[config.mk]
export PLATFORM = sky130hd
export DESIGN_NAME = sram_max_reducer
export DESIGN_NICKNAME = d
export VERILOG_FILES = /design/src/rtl/max_reducer_pkg.sv /design/src/rtl/max_cmp2.sv /design/src/rtl/sram_max_reducer.sv
export SDC_FILE = /design/constraint.sdc
export NUM_CORES = 1
export LEC_CHECK = 0
export CORE_AREA = 4 4 105 147
export CTS_BUF_LIST = sky130_fd_sc_hd__clkbuf_4 sky130_fd_sc_hd__clkbuf_8
export CTS_CLUSTER_DIAMETER = 200
export DETAILED_ROUTE_END_ITERATION = 8
export DIE_AREA = 0 0 109 151
export PLACE_DENSITY_LB_ADDON = 0.08
export SLEW_MARGIN = 20
export SYNTH_ARGS = -nofsm -noshare
export SYNTH_HDL_FRONTEND = slang
export SYNTH_HIERARCHICAL = 1
export SYNTH_SLANG_ARGS = --single-unit
[constraint.sdc]
create_clock -name clk -period 5.4 [get_ports clk]
set_clock_uncertainty 0.05 [all_clocks]
set_input_delay 0.81 -clock clk [delete_from_list [all_inputs] [get_ports clk]]
set_output_delay 0.81 -clock clk [all_outputs]
set_load 0.005 [all_outputs]
[src/rtl/max_reducer_pkg.sv]
// rtl/max_reducer_pkg.sv - FSM state codes, drain length and pair-count helper for sram_max_reducer
package max_reducer_pkg;

  typedef logic [1:0] state_t;

  localparam state_t S_IDLE  = 2'd0;
  localparam state_t S_READ  = 2'd1;
  localparam state_t S_DRAIN = 2'd2;
  localparam state_t S_DONE  = 2'd3;

  // Covers the 2-cycle read-to-write pipeline plus the SRAM's 1-cycle write commit
  localparam int unsigned DRAIN_CYCLES = 3;

  function automatic int unsigned pair_count(input int unsigned log_n, input int unsigned level);
    return (32'd1 << log_n) >> (level + 1);
  endfunction

endpackage

[src/rtl/max_cmp2.sv]
// rtl/max_cmp2.sv - signed two-word max select, ties to operand a; index select under MAX_REDUCER_ARGMAX_EN
module max_cmp2 #(
  parameter int DATA_WIDTH = 32
`ifdef MAX_REDUCER_ARGMAX_EN
  , parameter int IDX_WIDTH = 4
`endif
) (
  input  logic signed [DATA_WIDTH-1:0] a,
  input  logic signed [DATA_WIDTH-1:0] b,
`ifdef MAX_REDUCER_ARGMAX_EN
  input  logic        [IDX_WIDTH-1:0]  idx_a,
  input  logic        [IDX_WIDTH-1:0]  idx_b,
  output logic        [IDX_WIDTH-1:0]  idx_max,
`endif
  output logic signed [DATA_WIDTH-1:0] max_val
);

  logic take_a;

  assign take_a  = (a >= b);
  assign max_val = take_a ? a : b;
`ifdef MAX_REDUCER_ARGMAX_EN
  assign idx_max = take_a ? idx_a : idx_b;
`endif

endmodule

[src/rtl/sram_max_reducer.sv]
// rtl/sram_max_reducer.sv - in-place pairwise signed-max tree reduction over a dual-read SRAM
// Optional argmax tracking is enabled by defining MAX_REDUCER_ARGMAX_EN.
module sram_max_reducer
  import max_reducer_pkg::*;
#(
  parameter int ADDR_WIDTH = 11,
  parameter int DATA_WIDTH = 32,
  parameter int LOG_N      = 4
) (
  input  logic                         clk,
  input  logic                         rst,
  input  logic                         start,
  input  logic        [ADDR_WIDTH-1:0] base_addr,
  output logic                         busy,
  output logic                         done,
  output logic signed [DATA_WIDTH-1:0] max_out,
  output logic        [LOG_N-1:0]      max_idx,
  output logic        [ADDR_WIDTH-1:0] raddr_a,
  output logic        [ADDR_WIDTH-1:0] raddr_b,
  input  logic signed [DATA_WIDTH-1:0] dout_a,
  input  logic signed [DATA_WIDTH-1:0] dout_b,
  output logic        [ADDR_WIDTH-1:0] waddr,
  output logic signed [DATA_WIDTH-1:0] din,
  output logic                         write
);

  localparam int LVL_W = (LOG_N > 1) ? $clog2(LOG_N) : 1;

  state_t                  state_q;
  logic [ADDR_WIDTH-1:0]   base_q;
  logic [LVL_W-1:0]        level_q;
  logic [LOG_N-1:0]        pair_q;
  logic [LOG_N-1:0]        last_pair;
  logic [1:0]              drain_q;
  logic                    last_level;
  logic                    drain_end;

  logic                    rd_v;
  logic                    rd_last;
  logic [ADDR_WIDTH-1:0]   rd_waddr;
  logic signed [DATA_WIDTH-1:0] sel_val;

  assign last_pair  = LOG_N'(pair_count(LOG_N, 32'(level_q)) - 1);
  assign last_level = (level_q == LVL_W'(LOG_N - 1));
  assign drain_end  = (drain_q == 2'(DRAIN_CYCLES - 1));

  assign busy    = (state_q != S_IDLE);
  assign done    = (state_q == S_DONE);
  assign raddr_a = busy ? base_q + ADDR_WIDTH'({pair_q, 1'b0}) : '0;
  assign raddr_b = busy ? base_q + ADDR_WIDTH'({pair_q, 1'b1}) : '0;

  always_ff @(posedge clk or posedge rst) begin
    if (rst) begin
      state_q <= S_IDLE;
      base_q  <= '0;
      level_q <= '0;
      pair_q  <= '0;
      drain_q <= '0;
    end else begin
      case (state_q)
        S_IDLE: begin
          if (start) begin
            state_q <= S_READ;
            base_q  <= base_addr;
            level_q <= '0;
            pair_q  <= '0;
          end
        end
        S_READ: begin
          if (pair_q == last_pair) begin
            state_q <= S_DRAIN;
            pair_q  <= '0;
            drain_q <= '0;
          end else begin
            pair_q <= pair_q + 1'b1;
          end
        end
        S_DRAIN: begin
          if (drain_end) begin
            if (last_level) begin
              state_q <= S_DONE;
            end else begin
              state_q <= S_READ;
              level_q <= level_q + 1'b1;
            end
          end else begin
            drain_q <= drain_q + 1'b1;
          end
        end
        S_DONE:  state_q <= S_IDLE;
        default: state_q <= S_IDLE;
      endcase
    end
  end

`ifdef MAX_REDUCER_ARGMAX_EN
  localparam int N_HALF = (1 << LOG_N) / 2;
  localparam int PW     = (LOG_N > 1) ? LOG_N - 1 : 1;

  logic [LOG_N-1:0] idx_mem [N_HALF];
  logic [LOG_N-1:0] rd_pair;
  logic             rd_lvl0;
  logic [LOG_N-1:0] ev_idx, od_idx;
  logic [LOG_N-1:0] idx_a, idx_b, sel_idx;
  logic [LOG_N-1:0] max_idx_q;

  // Level 0 operands carry their own element index; later levels read survivors
  assign ev_idx = LOG_N'({rd_pair, 1'b0});
  assign od_idx = LOG_N'({rd_pair, 1'b1});
  assign idx_a  = rd_lvl0 ? ev_idx : idx_mem[ev_idx[PW-1:0]];
  assign idx_b  = rd_lvl0 ? od_idx : idx_mem[od_idx[PW-1:0]];
  assign max_idx = max_idx_q;

  always_ff @(posedge clk) begin
    if (rd_v) begin
      idx_mem[rd_pair[PW-1:0]] <= sel_idx;
    end
  end

  always_ff @(posedge clk or posedge rst) begin
    if (rst) begin
      rd_pair   <= '0;
      rd_lvl0   <= 1'b0;
      max_idx_q <= '0;
    end else begin
      rd_pair <= pair_q;
      rd_lvl0 <= (level_q == '0);
      if (rd_v && rd_last) begin
        max_idx_q <= sel_idx;
      end
    end
  end
`else
  assign max_idx = '0;
`endif

  max_cmp2 #(
    .DATA_WIDTH (DATA_WIDTH)
`ifdef MAX_REDUCER_ARGMAX_EN
    , .IDX_WIDTH (LOG_N)
`endif
  ) u_cmp (
    .a       (dout_a),
    .b       (dout_b),
`ifdef MAX_REDUCER_ARGMAX_EN
    .idx_a   (idx_a),
    .idx_b   (idx_b),
    .idx_max (sel_idx),
`endif
    .max_val (sel_val)
  );

  // Stage 1 tracks the read issued last cycle; stage 2 registers the write-back
  always_ff @(posedge clk or posedge rst) begin
    if (rst) begin
      rd_v     <= 1'b0;
      rd_last  <= 1'b0;
      rd_waddr <= '0;
      write    <= 1'b0;
      waddr    <= '0;
      din      <= '0;
      max_out  <= '0;
    end else begin
      rd_v     <= (state_q == S_READ);
      rd_last  <= last_level;
      rd_waddr <= base_q + ADDR_WIDTH'(pair_q);
      write    <= rd_v;
      if (rd_v) begin
        waddr <= rd_waddr;
        din   <= sel_val;
      end
      if (rd_v && rd_last) begin
        max_out <= sel_val;
      end
    end
  end

endmodule
==> reports/qor.yml, run 1 <==
multi_input_area_sq_um: 3820
synth_cell_type_count: 62
synth_top_area_share_pct: 39.4
syn_inst: 665
num_rows: 52
final_cell_mix: "clkdlybuf4s50_1, dfrtp_1, mux2_2, inv_1, ha_1"
grt_first_pass_wirelength_um: 30200
numCtsBuffers: 9
antenna_found_initial: 0
drtAntennaViolNets: 0
area_delta_synth_final_pct: 29.3
start_util_pct: 49.0
fillerInstances: 1176
drt-total-wl_um: 19000
fmax_ghz: 0.236
final_common_cell: "clkdlybuf4s50_1"
tightest_slew_ps: 1100
clock_latency_ps: 370
clock_sinks: 110
drive_gt1_share_pct: 14.9
num_vias: 5772
postPlaceCellArea_sq_um: 8820
synth-main-ff-cell: "dfrtp_1"
met1_usage_pct: 27.3
die_y_um: 151
fin_tns_setup_ps: 0
slew_violations: 0
power_leakage_nw: 3.78
cts_setup_buffers: 0
worstPathArrival_ps: 4450
crit_slowest_cell: "a221o_1"
period_needed_ps: 4240
stdcell_area_sq_um: 9030
async_flop_share_pct: 100
cts_tree: "built"
cts_resized: 0
viasPerCell: 5.70
root_buffer: "clkbuf_8"
grt_pass1_vias: 5953
first_pass_iters: 4
gr-total-overflow: 0
clkTransAtPathRegs_ps: 100
chipWidth_um: 109
worstSetupStartpointType: "input pin"
dp_hpwl_um: 14300
rsz0062_at_grt: "false"
die_area_sq_um: 16500
synth_edf_count: 0
grt.busiest_layer: "met2"
antennaDiodeCount: 0
port_buffers: 177
synth_warnings: 6
crit_chain: "clkdlybuf4s50_1 -> inv_1 -> ha_1 -> buf_4 -> and4_1 -> a221o_1 -> nor4b_2 -> o21ai_4 -> mux2_1 -> mux2_2"
fin_nets: 946
routabilityCongestion: 0.888
yosys.area.top_type: "dfrtp_1"
use_met2_pct: 42.5
seq_area_frac_synth_pct: 39.4
slew_headroom_pct: 26.7
worstSetupPathType: "in2reg"
track_usage_pct: 23.4
grtUsageMet3_pct: 5.16
post_drt_wl_per_cell_um: 18.8
hold_buffers: 0
drc: 0
hold_violations: 0
io-pin-count: 182
drt_iter0_drc: 258
synth.cell_area_sq_um: 6980
required_ps: 5610
status: "finished, final reports clean"
max-cap-violations: 0
grt_max_degree: 66
ys_ff_latch: 110
ff_latch_area_sq_um: 2750
finalCritPeriodShare_pct: 78.5
setup_viol: 0
end_kind: "flip-flop"
hp-class: "reg2reg"
cp_max_fo: 57
syn_area_per_cell_sq_um: 10.5
ir_worst_vdd_v: 0.000436
yosys-top-cells-area: "dfrtp_1, mux2_2, ha_1"
cts.path.max_buffers: 2
p_per_area_nw_per_um2: 486
slowest_delay_ps: 680
core_area_sq_um: 14200
htree_num_levels: 3
## layer usage
layer,vias to the layer above,part of all wire [%]
li1,2726,-
met1,2823,38
met2,199,53
met3,24,7.2
met4,0,2.0
met5,-,0
## power by group
part | total, mW | internal (mW) | switching [mW]
sequential | 1.56 | 1.20 | 0.353
combinational | 2.29 | 1.40 | 0.895
clock | 0.535 | 0.227 | 0.308
## through the flow
stage                     utilization (%)  power (mW)  hold WS [ps]  cells  worst slack, ps
after floorplan                         -        2.65           299    668             1640
after global placement               61.9        3.82           408    997              939
after detailed placement             61.9        3.88           415    997              847
after CTS                            63.4        4.44           438   1013             1250
after global routing                 63.4        4.72           453   1013              997
final                                63.4        4.39           435   1013             1160
## critical path: cells and delay by family
family                   cells  cell delay [ps]
AO/OA/AOI/OAI                2             1180
buffers and inverters        3              970
multiplexers                 2              680
AND/OR/NAND/NOR              2              490
adder cells (fa/ha/maj)      1              300
## flip-flops by register name, summed over array words and instances (netlist names)
name and count:
state_q 2, write 1, drain_q 2, din 32, pair_q 4, rd_v 1
max_out 32, waddr 11, base_q 11, rd_waddr 11, level_q 2, rd_last 1
## cell usage after synthesis, drive strengths merged, types with 5 or more instances
master   count
dfrtp      110
mux2        99
inv         50
ha          46
nand2       42
buf         26
o21ai       25
nand3       24
nor2        23
a21oi       22
o2111ai     22
o211ai      19
a31o        18
clkbuf      17
nand4b      17
a21o         9
xnor2        9
xor2         9
and2         8
a211oi       7
nor2b        6
nor3         6
or3          6
nand4        5
## area by class of cell
class | instances | share of cell area, %
Clock inverter | 7 | 0.956
Multi-Input combinational cell | 464 | 42.3
Timing Repair Buffer | 183 | 20.1
Sequential cell | 110 | 30.5
Tap cell | 189 | 2.62
Clock buffer | 9 | 1.37
Inverter | 51 | 2.15
## worst paths after layout
path	startpoint	end	slack, ps	cells past startpoint
max	dout_b[31]	din[26]	1160	10
min	rd_waddr[3]	waddr[3]	430	1
max reg2reg	pair_q[0]	rd_waddr[8]	3130	7
min reg2reg	rd_waddr[3]	waddr[3]	430	1
max in group asynchronous	rst	din[17]	3290	3
min in group asynchronous	rst	waddr[0]	890	2
## kinds of logic (layout without fill, tap and decap cells)
group	count (synthesis)	after routing	synth area share, %
buffers and inverters	94	250	6.04
AO/OA/AOI/OAI	140	140	14.8
other	1	4	0.0537
adder cells (fa/ha/maj)	49	49	9.11
flip-flops	110	110	39.4
XOR/XNOR	18	18	2.26
AND/OR/NAND/NOR	151	151	12.0
multiplexers	102	102	16.4
No activity file was read; power rests on OpenSTA's default activity.
==> inputs of run 2 (changes only) <==
--- a/config.mk
+++ b/config.mk
@@ -5,11 +5,11 @@
 export SDC_FILE = /design/constraint.sdc
 export NUM_CORES = 1
 export LEC_CHECK = 0
-export CORE_AREA = 4 4 105 147
+export CORE_AREA = 4 4 110 153
 export CTS_BUF_LIST = sky130_fd_sc_hd__clkbuf_4 sky130_fd_sc_hd__clkbuf_8
 export CTS_CLUSTER_DIAMETER = 200
 export DETAILED_ROUTE_END_ITERATION = 8
-export DIE_AREA = 0 0 109 151
+export DIE_AREA = 0 0 114 157
 export PLACE_DENSITY_LB_ADDON = 0.08
 export SLEW_MARGIN = 20
 export SYNTH_ARGS = -nofsm -noshare
==> constraint.sdc (replaced) <==
create_clock -name clk -period 3.5 [get_ports clk]
set_clock_uncertainty 0.05 [all_clocks]
set_input_delay 0.525 -clock clk [delete_from_list [all_inputs] [get_ports clk]]
set_output_delay 0.525 -clock clk [all_outputs]
set_load 0.005 [all_outputs]
==> run 2 against run 1 <==
Against the previous run:
- worst hold slack got worse by 1.0 ps
- non-clock buffer count rose by 25
- global-route usage fell by 2.0 points
- register-to-register slack lost 1800 ps
==> reports/qor.yml, run 2 (synthesized netlist as in run 1, its figures left out) <==
period_needed_ps: 3350
cts_tree: "built"  # unchanged
setup_viol: 0  # unchanged
grt_pass1_vias: 5963  # was 5,953
chipWidth_um: 114  # was 109 um
cp_top_family: "buffers and inverters"  # was compound AO/OA/AOI/OAI gates
cts.path.max_buffers: 2  # unchanged
path_buf_inv: 1  # was 3
root_buffer: "clkbuf_8"  # unchanged
stdcell_area_sq_um: 9290  # was 9030 sq um
largestRegisters: "din x32, max_out x32"  # unchanged
final_cell_mix: "clkdlybuf4s50_1, dfrtp_1, mux2_2, inv_1, ha_1"  # unchanged
crit_chain: "ha_2 -> nand4_1 -> o22a_2 -> or3_1 -> a21oi_1 -> clkdlybuf4s50_1"  # was clkdlybuf4s50_1 -> inv_1 -> ha_1 -> buf_4 -> and4_1 -> a221o_1 -> nor4b_2 -> o21ai_4 -> mux2_1 -> mux2_2
slew_violations: 0  # unchanged
required_ps: 2920  # was 5610 ps
tightest_slew_ps: 786  # was 1100 ps
antennaDiodeCount: 0  # unchanged
worstSetupStartpointType: "flip-flop"  # was input pin
final_common_cell: "clkdlybuf4s50_1"  # unchanged
hold_buffers: 0  # unchanged
cp_max_fo: 8  # was 57
die_area_sq_um: 17900  # was 16,500 sq um
clock_sinks: 110  # unchanged
clkTransAtPathRegs_ps: 110  # was 100 ps
slew_headroom_pct: 47.6  # was 26.7%
htree_num_levels: 3  # unchanged
io-pin-count: 182  # unchanged
drtAntennaViolNets: 0  # unchanged
core_area_sq_um: 15500  # was 14,200 sq um
track_usage_pct: 21.4  # was 23.4%
fin_nets: 971  # was 946
worst_slack_ps: 149  # was 1160 ps
max-cap-violations: 0  # unchanged
hold_violations: 0  # unchanged
area_delta_synth_final_pct: 33.1  # was 29.3%
hp-class: "reg2reg"  # unchanged
viasPerCell: 5.62  # was 5.70
hold_ws_ps: 434  # was 435 ps
antenna_found_initial: 0  # unchanged
power_leakage_nw: 3.90  # was 3.78 nW
rsz0062_at_grt: "false"  # unchanged
end_kind: "primary output"  # was flip-flop
p_per_area_nw_per_um2: 739  # was 486 nW/um^2
drt_iter0_drc: 316  # was 258
grt_first_pass_wirelength_um: 30600  # was 30,200 um
clock_latency_ps: 380  # was 370 ps
routabilityCongestion: 0.864  # was 0.888
fmax_ghz: 0.298
drive_gt1_share_pct: 18.3  # was 14.9%
port_buffers: 177  # unchanged
dp_worst_setup_slack_ps: -79.6  # was 847 ps
drc: 0  # unchanged
post_drt_wl_per_cell_um: 18.4  # was 18.8 um
drt-total-wl_um: 19200  # was 19,000 um
fin_tns_setup_ps: 0  # unchanged
numCtsBuffers: 9  # unchanged
ir_worst_vdd_v: 0.000667  # was 0.000436 V
crit_slowest_cell: "clkdlybuf4s50_1"  # was a221o_1
num_vias: 5873  # was 5,772
grt_max_degree: 62  # was 66
gr-total-overflow: 0  # unchanged
first_pass_iters: 4  # unchanged
die_y_um: 157  # was 151 um
worstPathArrival_ps: 2780  # was 4450 ps
status: "finished, final reports clean"  # unchanged
finalCritPeriodShare_pct: 95.7
slowest_delay_ps: 540  # was 680 ps
worstSetupPathType: "reg2out"  # was in2reg
start_util_pct: 44.9  # was 49.0%
num_rows: 54  # was 52
dp_hpwl_um: 14700  # was 14,300 um
postPlaceCellArea_sq_um: 9040  # was 8820 sq um
-- run 2: cell count changes in the layout (fill, tap and decap cells not counted), sizes merged --
cell / previous run / this run
inv: 55 / 54
buf: 6 / 31
clkinvlp: 0 / 1
-- run 2: what timing repair did --
item | 4_1_cts | 5_1_grt
setup endpoints to repair | 4 | 6
pin swaps | 0 | 0
setup buffers | 0 | 0
resized for setup | 3 | 6
-- run 2: layer usage --
metal,part of all wire [%],global-route usage [%]
met2,53,39.4
met4,2.1,6.23
met3,6.3,4.23
met1,38,24.9
met5,0,0
-- run 2: worst register-to-register path, delay by kind of cell (launching register included) --
family | cells | cell delay (ps)
fa+ha+maj | 2 | 660
simple gates | 1 | 130
xor+xnor | 1 | 200
compound gates | 2 | 570
buf+inv | 1 | 70
flops | 1 | 460
-- run 2: report_power, final --
part / internal (mW) / switching (mW)
registers: 1.86 / 0.457
logic: 2.24 / 1.49
clock network: 0.350 / 0.464
total: 4.45 / 2.41
-- run 2: final timing paths --
| check | start | to | slack, ps | cells after the start |
|---|---|---|---|---|
| worst max-delay path | pair_q[1] | raddr_a[10] | 150 | 6 |
| worst min-delay path | rd_waddr[5] | waddr[5] | 430 | 1 |
| worst max register to register | pair_q[0] | rd_waddr[10] | 1300 | 7 |
| worst min register to register | rd_waddr[5] | waddr[5] | 430 | 1 |
| max in group asynchronous | rst | max_out[12] | 2080 | 3 |
| min in group asynchronous | rst | drain_q[0] | 590 | 2 |
-- run 2: final cells by class --
cell class / count / area, sq um
Timing Repair Buffer: 208 / 2030
Sequential cell: 110 / 2760
Inverter: 51 / 194
Fill cell: 1338 / 6250
Multi-Input combinational cell: 464 / 3850
Clock inverter: 7 / 88.8
Tap cell: 196 / 245
Clock buffer: 9 / 124
-- run 2: through the flow --
stage	util, %	total power [mW]	std cells
floorplan	-	4.09	668
global placement	58.2	5.95	1029
detailed placement	58.2	6.03	1029
CTS	59.6	6.90	1045
global route	59.8	7.37	1045
finish	59.8	6.86	1045
==> inputs of run 3 (changes only) <==
--- a/config.mk
+++ b/config.mk
@@ -5,11 +5,12 @@
 export SDC_FILE = /design/constraint.sdc
 export NUM_CORES = 1
 export LEC_CHECK = 0
-export CORE_AREA = 4 4 110 153
+export CAP_MARGIN = 40
+export CORE_AREA = 4 4 119 166
 export CTS_BUF_LIST = sky130_fd_sc_hd__clkbuf_4 sky130_fd_sc_hd__clkbuf_8
 export CTS_CLUSTER_DIAMETER = 200
 export DETAILED_ROUTE_END_ITERATION = 8
-export DIE_AREA = 0 0 114 157
+export DIE_AREA = 0 0 123 170
 export PLACE_DENSITY_LB_ADDON = 0.08
 export SLEW_MARGIN = 20
 export SYNTH_ARGS = -nofsm -noshare
==> run 3 against run 2 <==
Against the previous run:
- register-to-register slack barely moved
- die area rose by 17%
- fmax rose by 0.77%
- sequential cell count did not move
- non-clock buffer count rose by 4
- global-route usage fell by 1.9 points
- design area rose by 0.93%
- combinational power barely moved
- largest power group unchanged
==> reports/qor.yml, run 3 (synthesized netlist as in run 1, its figures left out) <==
fin_cells: 1097  # was 1,045
post_drt_wl_per_cell_um: 18.3  # was 18.4 um
largestRegisters: "din x32, max_out x32"  # unchanged
clock_latency_ps: 380  # about the same
period_needed_ps: 3330  # was 3350 ps
crit_chain: "ha_2 -> nand4_1 -> o22a_2 -> or3_1 -> a21oi_1 -> clkdlybuf4s50_1"  # unchanged
final_common_cell: "clkdlybuf4s50_1"  # unchanged
cp_max_fo: 6  # was 8
required_ps: 2920  # about the same
track_usage_pct: 19.4  # was 21.4%
hp-class: "reg2reg"  # unchanged
clock_sinks: 110  # unchanged
setup_viol: 0  # unchanged
antennaDiodeCount: 0  # unchanged
power_leakage_nw: 3.91  # was 3.90 nW
routabilityCongestion: 0.878  # was 0.864
hold_violations: 0  # unchanged
tightest_slew_ps: 639  # was 786 ps
worstSetupPathType: "reg2out"  # unchanged
cts.path.max_buffers: 2  # unchanged
slew_violations: 0  # unchanged
gr-total-overflow: 0  # unchanged
final_cell_mix: "clkdlybuf4s50_1, dfrtp_1, mux2_2, inv_1, ha_1"  # unchanged
grt_pass1_vias: 6162  # was 5,963
p_per_area_nw_per_um2: 729  # was 739 nW/um^2
min_path_cells: 1  # unchanged
chipWidth_um: 123  # was 114 um
postPlaceCellArea_sq_um: 9120  # was 9040 sq um
crit_slowest_cell: "clkdlybuf4s50_1"  # unchanged
clkTransAtPathRegs_ps: 100  # was 110 ps
cts_tree: "built"  # unchanged
dp_hpwl_um: 15300  # was 14,700 um
path_buf_inv: 1  # unchanged
worstPathArrival_ps: 2750  # was 2780 ps
numCtsBuffers: 9  # unchanged
viasPerCell: 5.34  # was 5.62
root_buffer: "clkbuf_8"  # unchanged
rsz0062_at_grt: "false"  # unchanged
drt_iter0_drc: 380  # was 316
finish.utilization_pct: 51.0  # was 59.8%
dp_cells: 1078  # was 1,029
fillerInstances: 1688  # was 1,338
hold_buffers: 0  # unchanged
worstSetupStartpointType: "flip-flop"  # unchanged
drive_gt1_share_pct: 19.1  # was 18.3%
first_pass_iters: 5  # was 4
end_kind: "primary output"  # unchanged
die_y_um: 170  # was 157 um
status: "finished, final reports clean"  # unchanged
fmax_ghz: 0.301  # was 0.298 GHz
start_util_pct: 38.0  # was 44.9%
num_rows: 59  # was 54
drtAntennaViolNets: 0  # unchanged
area_delta_synth_final_pct: 34.3  # was 33.1%
worstReg2RegStart: "pair_q[0]"  # unchanged
num_vias: 5860  # was 5,873
htree_num_levels: 3  # unchanged
hold_path_end: "waddr[9]"  # was waddr[5]
finalCritPeriodShare_pct: 95.0  # was 95.7%
fin_nets: 975  # was 971
drc: 0  # unchanged
worstHoldStart: "rd_waddr[9]"  # was rd_waddr[5]
r2r_end: "rd_waddr[8]"  # was rd_waddr[10]
core_area_sq_um: 18400  # was 15,500 sq um
slowest_delay_ps: 530  # was 540 ps
cp_top_family: "buffers and inverters"  # unchanged
drt-total-wl_um: 20000  # was 19,200 um
power_mw: 6.84  # was 6.86 mW
grt_max_degree: 46  # was 62
stdcell_area_sq_um: 9380  # was 9290 sq um
reg2regPathDepth: 8  # was 7
max-cap-violations: 0  # unchanged
antenna_found_initial: 0  # unchanged
hold_ws_ps: 438  # was 434 ps
die_area_sq_um: 20900  # was 17,900 sq um
io-pin-count: 182  # unchanged
r2r_slack_ps: 1300  # about the same
slew_headroom_pct: 57.4  # was 47.6%
ir_worst_vdd_v: 0.000759  # was 0.000667 V
grt_first_pass_wirelength_um: 32100  # was 30,600 um
port_buffers: 177  # unchanged
run 3: cell types whose count changed in the layout (fill, tap and decap cells not counted), sizes merged:
cell / delta
clkinv: +2
inv: -1
buf: +4
bufinv: -1
run 3: what timing repair did:
| item | CTS | global route |
|---|---|---|
| pin swaps | 0 | 0 |
| resized for setup | 3 | 9 |
| cloned | 0 | 0 |
| setup buffers | 0 | 3 |
| setup endpoints to repair | 4 | 9 |
run 3: routing by layer:
metal	GRT usage, %	wire (um)
met5	0	0
met4	5.35	326
met3	4.32	1230
met2	35.8	10600
met1	22.4	7890
run 3: worst register-to-register path, delay by kind of cell (launching register included):
family,cells,cell delay (ps)
adder cells (fa/ha/maj),2,570
flip-flops,1,450
AND/OR/NAND/NOR,1,140
buffers and inverters,2,190
AO/OA/AOI/OAI,2,560
XOR/XNOR,1,170
run 3: how the worst max path moves through the flow:
stage,endpoint,cells after the start,start
2_1_floorplan,base_q[0],1,rst
3_3_place_gp,din[28],11,dout_b[11]
3_5_place_dp,max_out[27],11,dout_b[11]
4_1_cts,raddr_a[9],7,pair_q[0]
5_1_grt,raddr_b[10],6,pair_q[3]
6_report,raddr_b[10],6,pair_q[3]
run 3: area by class of cell:
cell class | instances | area [sq um] | share of cell area (%)
tap | 244 | 305 | 3.26
multi-input combinational | 464 | 3860 | 41.1
inverter | 51 | 194 | 2.07
clock inverter | 7 | 66.3 | 0.707
sequential | 110 | 2760 | 29.4
clock buffer | 9 | 124 | 1.32
timing repair buffer | 212 | 2070 | 22.1
run 3: per-stage QoR:
step	TNS, ps	setup WS, ps
finish	0	175
CTS	0	17.1
global placement	-7590	-206
detailed placement	-6770	-203
floorplan	0	22.7
global route	0	8.42
run 3: power breakdown:
part	leakage, nW	internal (mW)	switching (mW)
Clock	0.0949	0.275	0.475
Sequential	1.31	1.86	0.466
Combinational	2.51	2.26	1.50
